$ cat src/rtl/conv3x3_filter.sv
// ---------------------------------------------------------------------------
// conv3x3_filter
//
// 3x3 convolution stage for the RGB565-style pixel pipeline. One vertical
// 3-pixel column arrives per valid beat. The two previous columns are held
// locally, so each beat forms a 3x3 window, and one filtered pixel leaves per
// beat after a fixed latency of three cycles. There is no stall: valid and the
// h/v counts advance every cycle, so input gaps reappear at the output.
//
// Coefficients and the final shift live in two banks. Writes go to the
// shadow bank. A commit request swaps shadow into active at the next frame
// start (first valid beat with hcount==0 and vcount==0). The swap beat itself
// is already filtered with the shadow values.
//
// Pipeline:
//   S1  window assembly + 27 signed multiplies (3 channels x 9 taps)
//   S2  per-channel sum of 9 products, arithmetic right shift
//   S3  per-channel clamp to [0, 2^w-1] and repack into a pixel
//
// Optional feature (compile-time macro ABS_OUT_EN):
//   defined   - S3 takes the magnitude of a negative channel sum before the
//               upper clamp (edge-magnitude output for Sobel/Laplacian).
//   undefined - negative channel sums clamp to 0.
//
// Ports:
//   clk_in          clock
//   rst_n_in        asynchronous reset, active low
//   data_in         column: [2]=row above, [1]=centre row, [0]=row below
//   hcount_in       x of the newest column
//   vcount_in       y of the centre row
//   data_valid_in   column valid this cycle
//   cfg_we          shadow write strobe
//   cfg_addr        0..8 = coeff k (row*3+col), 9 = shift, 10..15 ignored
//   cfg_data        write data; shift uses bits [3:0], unsigned
//   cfg_commit      request an active<=shadow swap at the next frame start
//   cfg_pending_out swap requested, not yet applied
//   data_valid_out  output pixel valid
//   hcount_out      hcount_in delayed 3 cycles
//   vcount_out      vcount_in delayed 3 cycles
//   line_out        filtered pixel
// ---------------------------------------------------------------------------
module conv3x3_filter #(
  parameter int R_WIDTH      = 5,
  parameter int G_WIDTH      = 6,
  parameter int B_WIDTH      = 5,
  parameter int COEFF_WIDTH  = 8,
  parameter int HCOUNT_WIDTH = 11,
  parameter int VCOUNT_WIDTH = 10
) (
  input  logic                                    clk_in,
  input  logic                                    rst_n_in,
  input  logic [2:0][R_WIDTH+G_WIDTH+B_WIDTH-1:0] data_in,
  input  logic [HCOUNT_WIDTH-1:0]                 hcount_in,
  input  logic [VCOUNT_WIDTH-1:0]                 vcount_in,
  input  logic                                    data_valid_in,
  input  logic                                    cfg_we,
  input  logic [3:0]                              cfg_addr,
  input  logic [COEFF_WIDTH-1:0]                  cfg_data,
  input  logic                                    cfg_commit,
  output logic                                    cfg_pending_out,
  output logic                                    data_valid_out,
  output logic [HCOUNT_WIDTH-1:0]                 hcount_out,
  output logic [VCOUNT_WIDTH-1:0]                 vcount_out,
  output logic [R_WIDTH+G_WIDTH+B_WIDTH-1:0]      line_out
);

  localparam int PIX_WIDTH = R_WIDTH + G_WIDTH + B_WIDTH;
  localparam int MAX_W     = (R_WIDTH > G_WIDTH) ?
                             ((R_WIDTH > B_WIDTH) ? R_WIDTH : B_WIDTH) :
                             ((G_WIDTH > B_WIDTH) ? G_WIDTH : B_WIDTH);
  // Channel is zero-extended by one bit so it multiplies as a signed value.
  localparam int PROD_W    = COEFF_WIDTH + MAX_W + 1;
  // Four guard bits cover the sum of nine products without overflow.
  localparam int SUM_W     = PROD_W + 4;

  localparam logic [COEFF_WIDTH-1:0] COEF_ONE      = {{(COEFF_WIDTH-1){1'b0}}, 1'b1};
  localparam logic [3:0]             SHIFT_DEFAULT = 4'd4;
  localparam logic signed [SUM_W-1:0] SUM_ONE      = {{(SUM_W-1){1'b0}}, 1'b1};
  localparam logic signed [SUM_W-1:0] R_MAX        = (SUM_ONE <<< R_WIDTH) - SUM_ONE;
  localparam logic signed [SUM_W-1:0] G_MAX        = (SUM_ONE <<< G_WIDTH) - SUM_ONE;
  localparam logic signed [SUM_W-1:0] B_MAX        = (SUM_ONE <<< B_WIDTH) - SUM_ONE;

  // -------------------------------------------------------------------------
  // Helper functions
  // -------------------------------------------------------------------------

  // Reset kernel: 1-2-1 Gaussian, {1,2,1,2,4,2,1,2,1}.
  function automatic logic [COEFF_WIDTH-1:0] default_coef(input logic [3:0] k);
    logic [COEFF_WIDTH-1:0] c;
    case (k)
      4'd4:                    c = COEF_ONE << 2;
      4'd1, 4'd3, 4'd5, 4'd7:  c = COEF_ONE << 1;
      default:                 c = COEF_ONE;
    endcase
    return c;
  endfunction

  // Extract channel ch (0=R top bits, 1=G middle, 2=B bottom), zero-extended.
  function automatic logic [MAX_W-1:0] chan_of(input logic [PIX_WIDTH-1:0] pix,
                                               input logic [1:0]           ch);
    logic [MAX_W-1:0] v;
    v = {MAX_W{1'b0}};
    case (ch)
      2'd0:    v[R_WIDTH-1:0] = pix[PIX_WIDTH-1 -: R_WIDTH];
      2'd1:    v[G_WIDTH-1:0] = pix[B_WIDTH +: G_WIDTH];
      default: v[B_WIDTH-1:0] = pix[B_WIDTH-1:0];
    endcase
    return v;
  endfunction

  // Clamp a shifted channel sum into [0, max_v].
  function automatic logic signed [SUM_W-1:0] clamp_chan(input logic signed [SUM_W-1:0] s,
                                                          input logic signed [SUM_W-1:0] max_v);
    logic signed [SUM_W-1:0] mag;
`ifdef ABS_OUT_EN
    mag = s[SUM_W-1] ? -s : s;
`else
    mag = s[SUM_W-1] ? {SUM_W{1'b0}} : s;
`endif
    return (mag > max_v) ? max_v : mag;
  endfunction

  // -------------------------------------------------------------------------
  // Declarations
  // -------------------------------------------------------------------------
  logic [2:0][PIX_WIDTH-1:0]      col0_q, col1_q;
  logic [2:0][2:0][PIX_WIDTH-1:0] win_s;            // [col][data_in row index]
  logic                           row_start_s;
  logic                           swap_s;

  logic [8:0][COEFF_WIDTH-1:0]    active_coef_q, active_coef_d;
  logic [8:0][COEFF_WIDTH-1:0]    shadow_coef_q, shadow_coef_d;
  logic [8:0][COEFF_WIDTH-1:0]    coef_sel_s;
  logic [3:0]                     active_shift_q, active_shift_d;
  logic [3:0]                     shadow_shift_q, shadow_shift_d;
  logic [3:0]                     shift_sel_s;
  logic                           pending_q, pending_d;

  logic signed [PROD_W-1:0]       prod_s [3][9];
  logic signed [PROD_W-1:0]       prod_q [3][9];
  logic [3:0]                     shift1_q;
  logic                           valid1_q;
  logic [HCOUNT_WIDTH-1:0]        hc1_q;
  logic [VCOUNT_WIDTH-1:0]        vc1_q;

  logic signed [SUM_W-1:0]        shifted_s [3];
  logic signed [SUM_W-1:0]        sum2_q [3];
  logic                           valid2_q;
  logic [HCOUNT_WIDTH-1:0]        hc2_q;
  logic [VCOUNT_WIDTH-1:0]        vc2_q;

  logic [PIX_WIDTH-1:0]           pix_s;
  logic [PIX_WIDTH-1:0]           line_q;
  logic                           valid3_q;
  logic [HCOUNT_WIDTH-1:0]        hc3_q;
  logic [VCOUNT_WIDTH-1:0]        vc3_q;

  // -------------------------------------------------------------------------
  // Window assembly and swap detection
  // -------------------------------------------------------------------------

  // Build the 3x3 window; at row start the new column is replicated leftwards.
  always_comb begin
    row_start_s = data_valid_in && (hcount_in == {HCOUNT_WIDTH{1'b0}});
    swap_s      = pending_q && row_start_s && (vcount_in == {VCOUNT_WIDTH{1'b0}});
    win_s[2]    = data_in;
    if (row_start_s) begin
      win_s[1] = data_in;
      win_s[0] = data_in;
    end else begin
      win_s[1] = col1_q;
      win_s[0] = col0_q;
    end
  end

  // Column history: advances only on valid beats, reloads at row start.
  always_ff @(posedge clk_in or negedge rst_n_in) begin
    if (!rst_n_in) begin
      col0_q <= '0;
      col1_q <= '0;
    end else if (data_valid_in) begin
      col0_q <= row_start_s ? data_in : col1_q;
      col1_q <= data_in;
    end else begin
      col0_q <= col0_q;
      col1_q <= col1_q;
    end
  end

  // -------------------------------------------------------------------------
  // Coefficient banks
  // -------------------------------------------------------------------------

  // Next-state for the banks and the pending flag.
  always_comb begin
    // Shadow writes read the registered bank, so a swap-cycle write stays in shadow.
    for (int k = 0; k < 9; k++) begin
      shadow_coef_d[k] = (cfg_we && (cfg_addr == 4'(k))) ? cfg_data : shadow_coef_q[k];
    end
    shadow_shift_d = (cfg_we && (cfg_addr == 4'd9)) ? cfg_data[3:0] : shadow_shift_q;
    if (swap_s) begin
      active_coef_d  = shadow_coef_q;
      active_shift_d = shadow_shift_q;
      pending_d      = 1'b0;
    end else begin
      active_coef_d  = active_coef_q;
      active_shift_d = active_shift_q;
      pending_d      = cfg_commit ? 1'b1 : pending_q;
    end
  end

  // The swap beat is filtered with the incoming (shadow) values.
  always_comb begin
    coef_sel_s  = swap_s ? shadow_coef_q  : active_coef_q;
    shift_sel_s = swap_s ? shadow_shift_q : active_shift_q;
  end

  // Bank and pending registers.
  always_ff @(posedge clk_in or negedge rst_n_in) begin
    if (!rst_n_in) begin
      for (int k = 0; k < 9; k++) begin
        active_coef_q[k] <= default_coef(4'(k));
        shadow_coef_q[k] <= default_coef(4'(k));
      end
      active_shift_q <= SHIFT_DEFAULT;
      shadow_shift_q <= SHIFT_DEFAULT;
      pending_q      <= 1'b0;
    end else begin
      active_coef_q  <= active_coef_d;
      shadow_coef_q  <= shadow_coef_d;
      active_shift_q <= active_shift_d;
      shadow_shift_q <= shadow_shift_d;
      pending_q      <= pending_d;
    end
  end

  // -------------------------------------------------------------------------
  // S1: multiply
  // -------------------------------------------------------------------------

  // 27 products; tap k = row*3+col with row 0 = row above (data_in[2]).
  always_comb begin
    for (int ch = 0; ch < 3; ch++) begin
      for (int r = 0; r < 3; r++) begin
        for (int c = 0; c < 3; c++) begin
          prod_s[ch][r*3+c] =
            PROD_W'($signed(coef_sel_s[r*3+c])) *
            PROD_W'($signed({1'b0, chan_of(win_s[c][2-r], 2'(ch))}));
        end
      end
    end
  end

  // S1 registers; the shift travels with its beat.
  always_ff @(posedge clk_in or negedge rst_n_in) begin
    if (!rst_n_in) begin
      for (int ch = 0; ch < 3; ch++) begin
        for (int k = 0; k < 9; k++) begin
          prod_q[ch][k] <= {PROD_W{1'b0}};
        end
      end
      shift1_q <= 4'd0;
      valid1_q <= 1'b0;
      hc1_q    <= {HCOUNT_WIDTH{1'b0}};
      vc1_q    <= {VCOUNT_WIDTH{1'b0}};
    end else begin
      for (int ch = 0; ch < 3; ch++) begin
        for (int k = 0; k < 9; k++) begin
          prod_q[ch][k] <= prod_s[ch][k];
        end
      end
      shift1_q <= shift_sel_s;
      valid1_q <= data_valid_in;
      hc1_q    <= hcount_in;
      vc1_q    <= vcount_in;
    end
  end

  // -------------------------------------------------------------------------
  // S2: sum and shift
  // -------------------------------------------------------------------------

  // Sign-extended accumulation, then arithmetic right shift.
  always_comb begin
    for (int ch = 0; ch < 3; ch++) begin
      logic signed [SUM_W-1:0] acc;
      acc = {SUM_W{1'b0}};
      for (int k = 0; k < 9; k++) begin
        acc = acc + SUM_W'(prod_q[ch][k]);
      end
      shifted_s[ch] = acc >>> shift1_q;
    end
  end

  // S2 registers.
  always_ff @(posedge clk_in or negedge rst_n_in) begin
    if (!rst_n_in) begin
      for (int ch = 0; ch < 3; ch++) begin
        sum2_q[ch] <= {SUM_W{1'b0}};
      end
      valid2_q <= 1'b0;
      hc2_q    <= {HCOUNT_WIDTH{1'b0}};
      vc2_q    <= {VCOUNT_WIDTH{1'b0}};
    end else begin
      for (int ch = 0; ch < 3; ch++) begin
        sum2_q[ch] <= shifted_s[ch];
      end
      valid2_q <= valid1_q;
      hc2_q    <= hc1_q;
      vc2_q    <= vc1_q;
    end
  end

  // -------------------------------------------------------------------------
  // S3: clamp and pack
  // -------------------------------------------------------------------------

  // Clamped values fit their channel width, so truncation is lossless.
  always_comb begin
    pix_s = {R_WIDTH'(clamp_chan(sum2_q[0], R_MAX)),
             G_WIDTH'(clamp_chan(sum2_q[1], G_MAX)),
             B_WIDTH'(clamp_chan(sum2_q[2], B_MAX))};
  end

  // Output registers.
  always_ff @(posedge clk_in or negedge rst_n_in) begin
    if (!rst_n_in) begin
      line_q   <= {PIX_WIDTH{1'b0}};
      valid3_q <= 1'b0;
      hc3_q    <= {HCOUNT_WIDTH{1'b0}};
      vc3_q    <= {VCOUNT_WIDTH{1'b0}};
    end else begin
      line_q   <= pix_s;
      valid3_q <= valid2_q;
      hc3_q    <= hc2_q;
      vc3_q    <= vc2_q;
    end
  end

  assign line_out        = line_q;
  assign data_valid_out  = valid3_q;
  assign hcount_out      = hc3_q;
  assign vcount_out      = vc3_q;
  assign cfg_pending_out = pending_q;

endmodule

$ cat config.mk
export PLATFORM = sky130hd
export DESIGN_NAME = conv3x3_filter
export DESIGN_NICKNAME = d
export VERILOG_FILES = /design/src/rtl/conv3x3_filter.sv
export SDC_FILE = /design/constraint.sdc
export NUM_CORES = 2
export LEC_CHECK = 0
export ABC_AREA = 1
export BUFFER_PORTS_ARGS = -buffer_cell sky130_fd_sc_hd__buf_2
export CAP_MARGIN = 30
export CORE_MARGIN = 4
export CORE_UTILIZATION = 37
export DETAILED_ROUTE_END_ITERATION = 10
export GPL_ROUTABILITY_DRIVEN = 1
export GPL_TIMING_DRIVEN = 0
export SYNTH_ARGS = -nofsm -noshare
export SYNTH_HDL_FRONTEND = slang
export SYNTH_SLANG_ARGS = --single-unit
$ cat constraint.sdc
create_clock -name clk_in -period 7.7 [get_ports clk_in]
set_input_delay 0.385 -clock clk_in [delete_from_list [all_inputs] [get_ports clk_in]]
set_output_delay 0.385 -clock clk_in [all_outputs]
set_load 0.02 [all_outputs]
# After elaboration in Yosys (flattened, before gate mapping)
# Cells that the tools add are included.
# classes
addsub,24
multipliers,27
div,0
order_cmp,3
n_eq_ne,9
n_shift,3
n_mux,12
n_bitwise,0
n_reduce_logical,17
# op_table
operator,count
$mul A8 B6 Y14,18
$mul A8 B7 Y15,9
$add A19 B14 Y19,6
$mux W96,1
$add A19 B15 Y19,4
$mux W72,1
$sshr A19 B4 Y19,3
$mux W18,3
$mux W48,1
$add A18 B14 Y19,2
$add A17 B14 Y18,2
$gt A18 B5 Y1 const B,2
$add A16 B14 Y17,2
$add A15 B14 Y16,2
$add A14 B14 Y15,2
$add A18 B15 Y19,1
$add A17 B15 Y18,1
$gt A18 B6 Y1 const B,1
$add A16 B15 Y17,1
$add A15 B15 Y16,1
$eq A4 B3 Y1 const B,4
$logic_and A1 B1 Y1,13
$logic_not A11 Y1,1
$logic_not A10 Y1,1
9 further kinds,13
# totals
regBits,779
latch_bits,0
ram_bits,0
mem_bits_ro,0
in_bits,86
output_inout_bits,39
elab_cells,163
n_memories,0

# Longest topological paths before layout
# logic_depth
ltp_word,9
depth_mapped,31
ltp_nobuf,28

# Least setup slack after synthesis
# Ideal clock, no wire load.
# synth_path
kind,input -> register
startpoint,input data_valid_in
endpoint,register prod_q[208] (netlist bit)
setup_time_ns,0.079
arrival_time_ns,5.114
required_time_ns,7.621
setup_slack_ns,2.506
stages,25
n_path_buf,3
cell_sequence,buf_4 inv_2 nor4_4 nand2_2 inv_2 buf_2 buf_2 nand2_1 o21ai_1 nor2_1 fa_1 inv_1 fa_1 inv_1 fa_1 fa_1 ha_1 a21oi_1 o21ai_0 a21oi_1 o21ai_0 nand2_1 nand2_1 a21oi_1 xor2_1
# synth_rtl
element,line_no,text
start: declaration,55,"input logic data_valid_in,"
end signal: indexed assignment,259,prod_q[ch][k] <= {PROD_W{1'b0}};
end signal: indexed assignment,269,prod_q[ch][k] <= prod_s[ch][k];
end: declaration,140,logic signed [PROD_W-1:0] prod_q [3][9];

==> impl_results.md <==
- Placed Instance Area: 83600 um2
- Count of cell types in the netlist: 49
- Layout overhead on the synthesized area: 10.3%
- Max Fclk: 0.136 GHz
- Top_reg_cell synth: dfrtp_1
- Die width: 470 um
- Pins Over Slew Limit: 0
- Final period util: 0.957
- Worst Skew: 0.0641 ns
- Filler cell count: 21.2k
- GRT Overall Usage: 0.230
- Cell taking the most area after synthesis: fa_1
- Flops & latches, synth: 776
- Port buffer count: 123
- Postcts setup bufs: 0
- GP Congestion: 1.02
- Reg clk slew, reported paths: 0.06 ns
- Required @ worst endpoint: 8.26 ns
- WHS: 0.0580 ns
- Slew headroom: 0.278
- Core outline area: 212000 um2
- Vias per cell: 4.94
- Worst Max-Slew Pin Slew: 1.08 ns
- CTS tree: built
- Final hold violations: 0
- Avg Cell Area, Syn: 8.71 um2
- Row cnt: 169
- Nets: 11.3k
- Maximum number of pins on one net before global-route repair: 122
- Vias in the first global route: 62.5k
- Routed WL: 253000 um
- Status: completed
- Worst Slack Setup Final: 0.330 ns
- Pre-CTS WS: 0.0609 ns
- Crit path DAT: 7.93 ns
- Via count: 60.6k
- RSZ-0062 raised after global routing: no
- Worst-skew pair later-pin latency: 0.76 ns
- Setup violations, final: 0
- Share of layout cells above drive strength 1: 0.0585
- Top cells by area, synth: fa_1 (27%), dfrtp_1 (24%), ha_1 (12%), inv_1 (9.4%), nor2_1 (6.3%)
- Initial antenna violation count: 17
- Synth Instances: 9082
- Root Buffer: clkbuf_16
- Cell with the most instances after synthesis: inv_1
- Routed WL per cell: 20.6 um
- Clock sink total: 776
- Die height: 470 um
- Post-synthesis cell area: 79100 um2
- Number of synthesis warnings: 0
- Finished Cell Area: 87300 um2
- Crit path max fanout: 10
- Crit. End Element: register
- Total grt overflow: 0
- EDFF count, synth: 0
- Final HPWL DP: 214000 um
- Register area share after synthesis: 0.246
- Post-synth top area share: 0.272
- Initial Util: 0.373
- Syn nets: 11.0k
- Most instantiated cells after synthesis: inv_1 (1979), nor2_1 (1332), nand2_1 (1234)
- Clock Path Buffers: 3
- Number of buffers created by CTS: 92
- Crit start category: input pin
- Worst Setup Path Type: input pin to register
- Async set-or-reset flop fraction in the synthesized netlist: 1.00
- # IOs: 125
- Global-route wire length before repair: 384000 um
- Max-cap violations: 0
- Minimum clock period: 7.37 ns
- DRT Pass-1 Iters: 6
- Initial DRC count: 4634
- # DRC: 0
- H-Tree Level Count: 3
- Hold WC Path Type: input pin to register
- Die ar.: 221000 um2
- DRT antenna net count: 0
## final timing paths
| check | startpoint | endpoint | slack (ns) | cells past startpoint |
|---|---|---|---|---|
| min in group asynchronous | rst_n_in | prod_q[163] | 0.14 | 2 |
| min reg2reg | vc1_q[3] | vc2_q[3] | 0.34 | 0 |
| min | data_in[43] | prod_q[360] | 0.06 | 3 |
| max | data_valid_in | prod_q[191] | 0.33 | 27 |
| max reg2reg | cfg_pending_out | prod_q[191] | 0.77 | 24 |
| max in group asynchronous | rst_n_in | data_valid_out | 4.80 | 7 |
## state kept, by name, summed over array words and instances (netlist names), 2 cells and up
register and cells:
vc2_q 10, sum2_q 57, prod_q 387, hc2_q 11, shadow_coef_q 72, shadow_shift_q 4
vcount_out 10, col1_q 48, col0_q 48, active_coef_q 72, shift1_q 3, hcount_out 11
line_out 16, active_shift_q 2, vc1_q 10, hc1_q 11
## layout by cell type, fill, tap and decap left out, drive strengths merged, types with 209 or more instances in the layout
| cell type | n |
|---|---|
| a21oi | 307 |
| buf | 248 |
| dfrtp | 756 |
| fa | 1075 |
| ha | 777 |
| inv | 2041 |
| nand2 | 1241 |
| nand3 | 369 |
| nor2 | 1372 |
| o21ai | 370 |
| xor2 | 209 |
## worst max-delay path, stage by stage
cell	delay, ns
dlygate4sd3_1	0.52
buf_2	0.11
buf_4	0.19
inv_2	0.17
nor4_4	0.20
nand2_2	0.40
inv_2	0.36
nand2_4	0.17
inv_2	0.12
buf_6	0.17
nor2_1	0.07
a21oi_2	0.63
inv_1	0.23
buf_2	0.28
nor2_1	0.18
fa_1	0.48
fa_1	0.52
fa_1	0.50
inv_1	0.05
fa_1	0.50
inv_1	0.04
ha_1	0.36
nand2_1	0.08
o21ai_0	0.29
a21oi_1	0.11
o21ai_0	0.20
xor2_1	0.57
## cell families (layout without fill, tap and decap cells)
kind of cell | Yosys count | count (layout) | share of synthesized area
adder cells (fa/ha/maj) | 1852 | 1852 | 0.395
flip-flops | 776 | 776 | 0.246
XOR/XNOR | 352 | 352 | 0.0390
other | 0 | 14 | 0
multiplexers | 1 | 1 | 0.000127
buffers and inverters | 2243 | 2589 | 0.109
AND/OR/NAND/NOR | 3041 | 3041 | 0.154
AO/OA/AOI/OAI | 817 | 817 | 0.0573
## area by class of cell
type	count	area, um2	area share
Timing Repair Buffer	176	1310	0.0150
Tap cell	2821	3530	0.0404
Multi-Input combinational cell	6063	51100	0.585
Clock buffer	121	2580	0.0296
Antenna cell	14	35.0	0.000401
Clock inverter	49	697	0.00799
Buffer	179	837	0.00959
Inverter	2064	7750	0.0888
Sequential cell	776	19400	0.223
## metal layers
metal | track usage | routed length (um) | up-vias
li1 | - | - | 27946
met1 | 0.310 | 107000 | 30118
met2 | 0.350 | 109000 | 2077
met3 | 0.0347 | 17800 | 463
met4 | 0.143 | 18300 | 2
met5 | 0 | 16 | -
## repair_timing
action | in CTS | in global routing
setup endpoints to repair | 0 | 1
resized for setup | 0 | 3
endpoints found under the hold margin | 102 | 0
hold buffers | 35 | 0
## through the flow
| stage | utilization | TNS (ns) | instances |
|---|---|---|---|
| 6_report | 0.411 | 0 | 12263 |
| 5_1_grt | 0.411 | 0 | 12256 |
| 4_1_cts | 0.411 | 0 | 12249 |
| 3_5_place_dp | 0.394 | 0 | 12044 |
| 3_3_place_gp | 0.392 | -7935.38 | 12026 |
| 2_1_floorplan | - | 0 | 9082 |
Power is left out: the tool's default activity adds up to more than one toggle a clock period on the data nets, which glitch-free logic cannot reach.
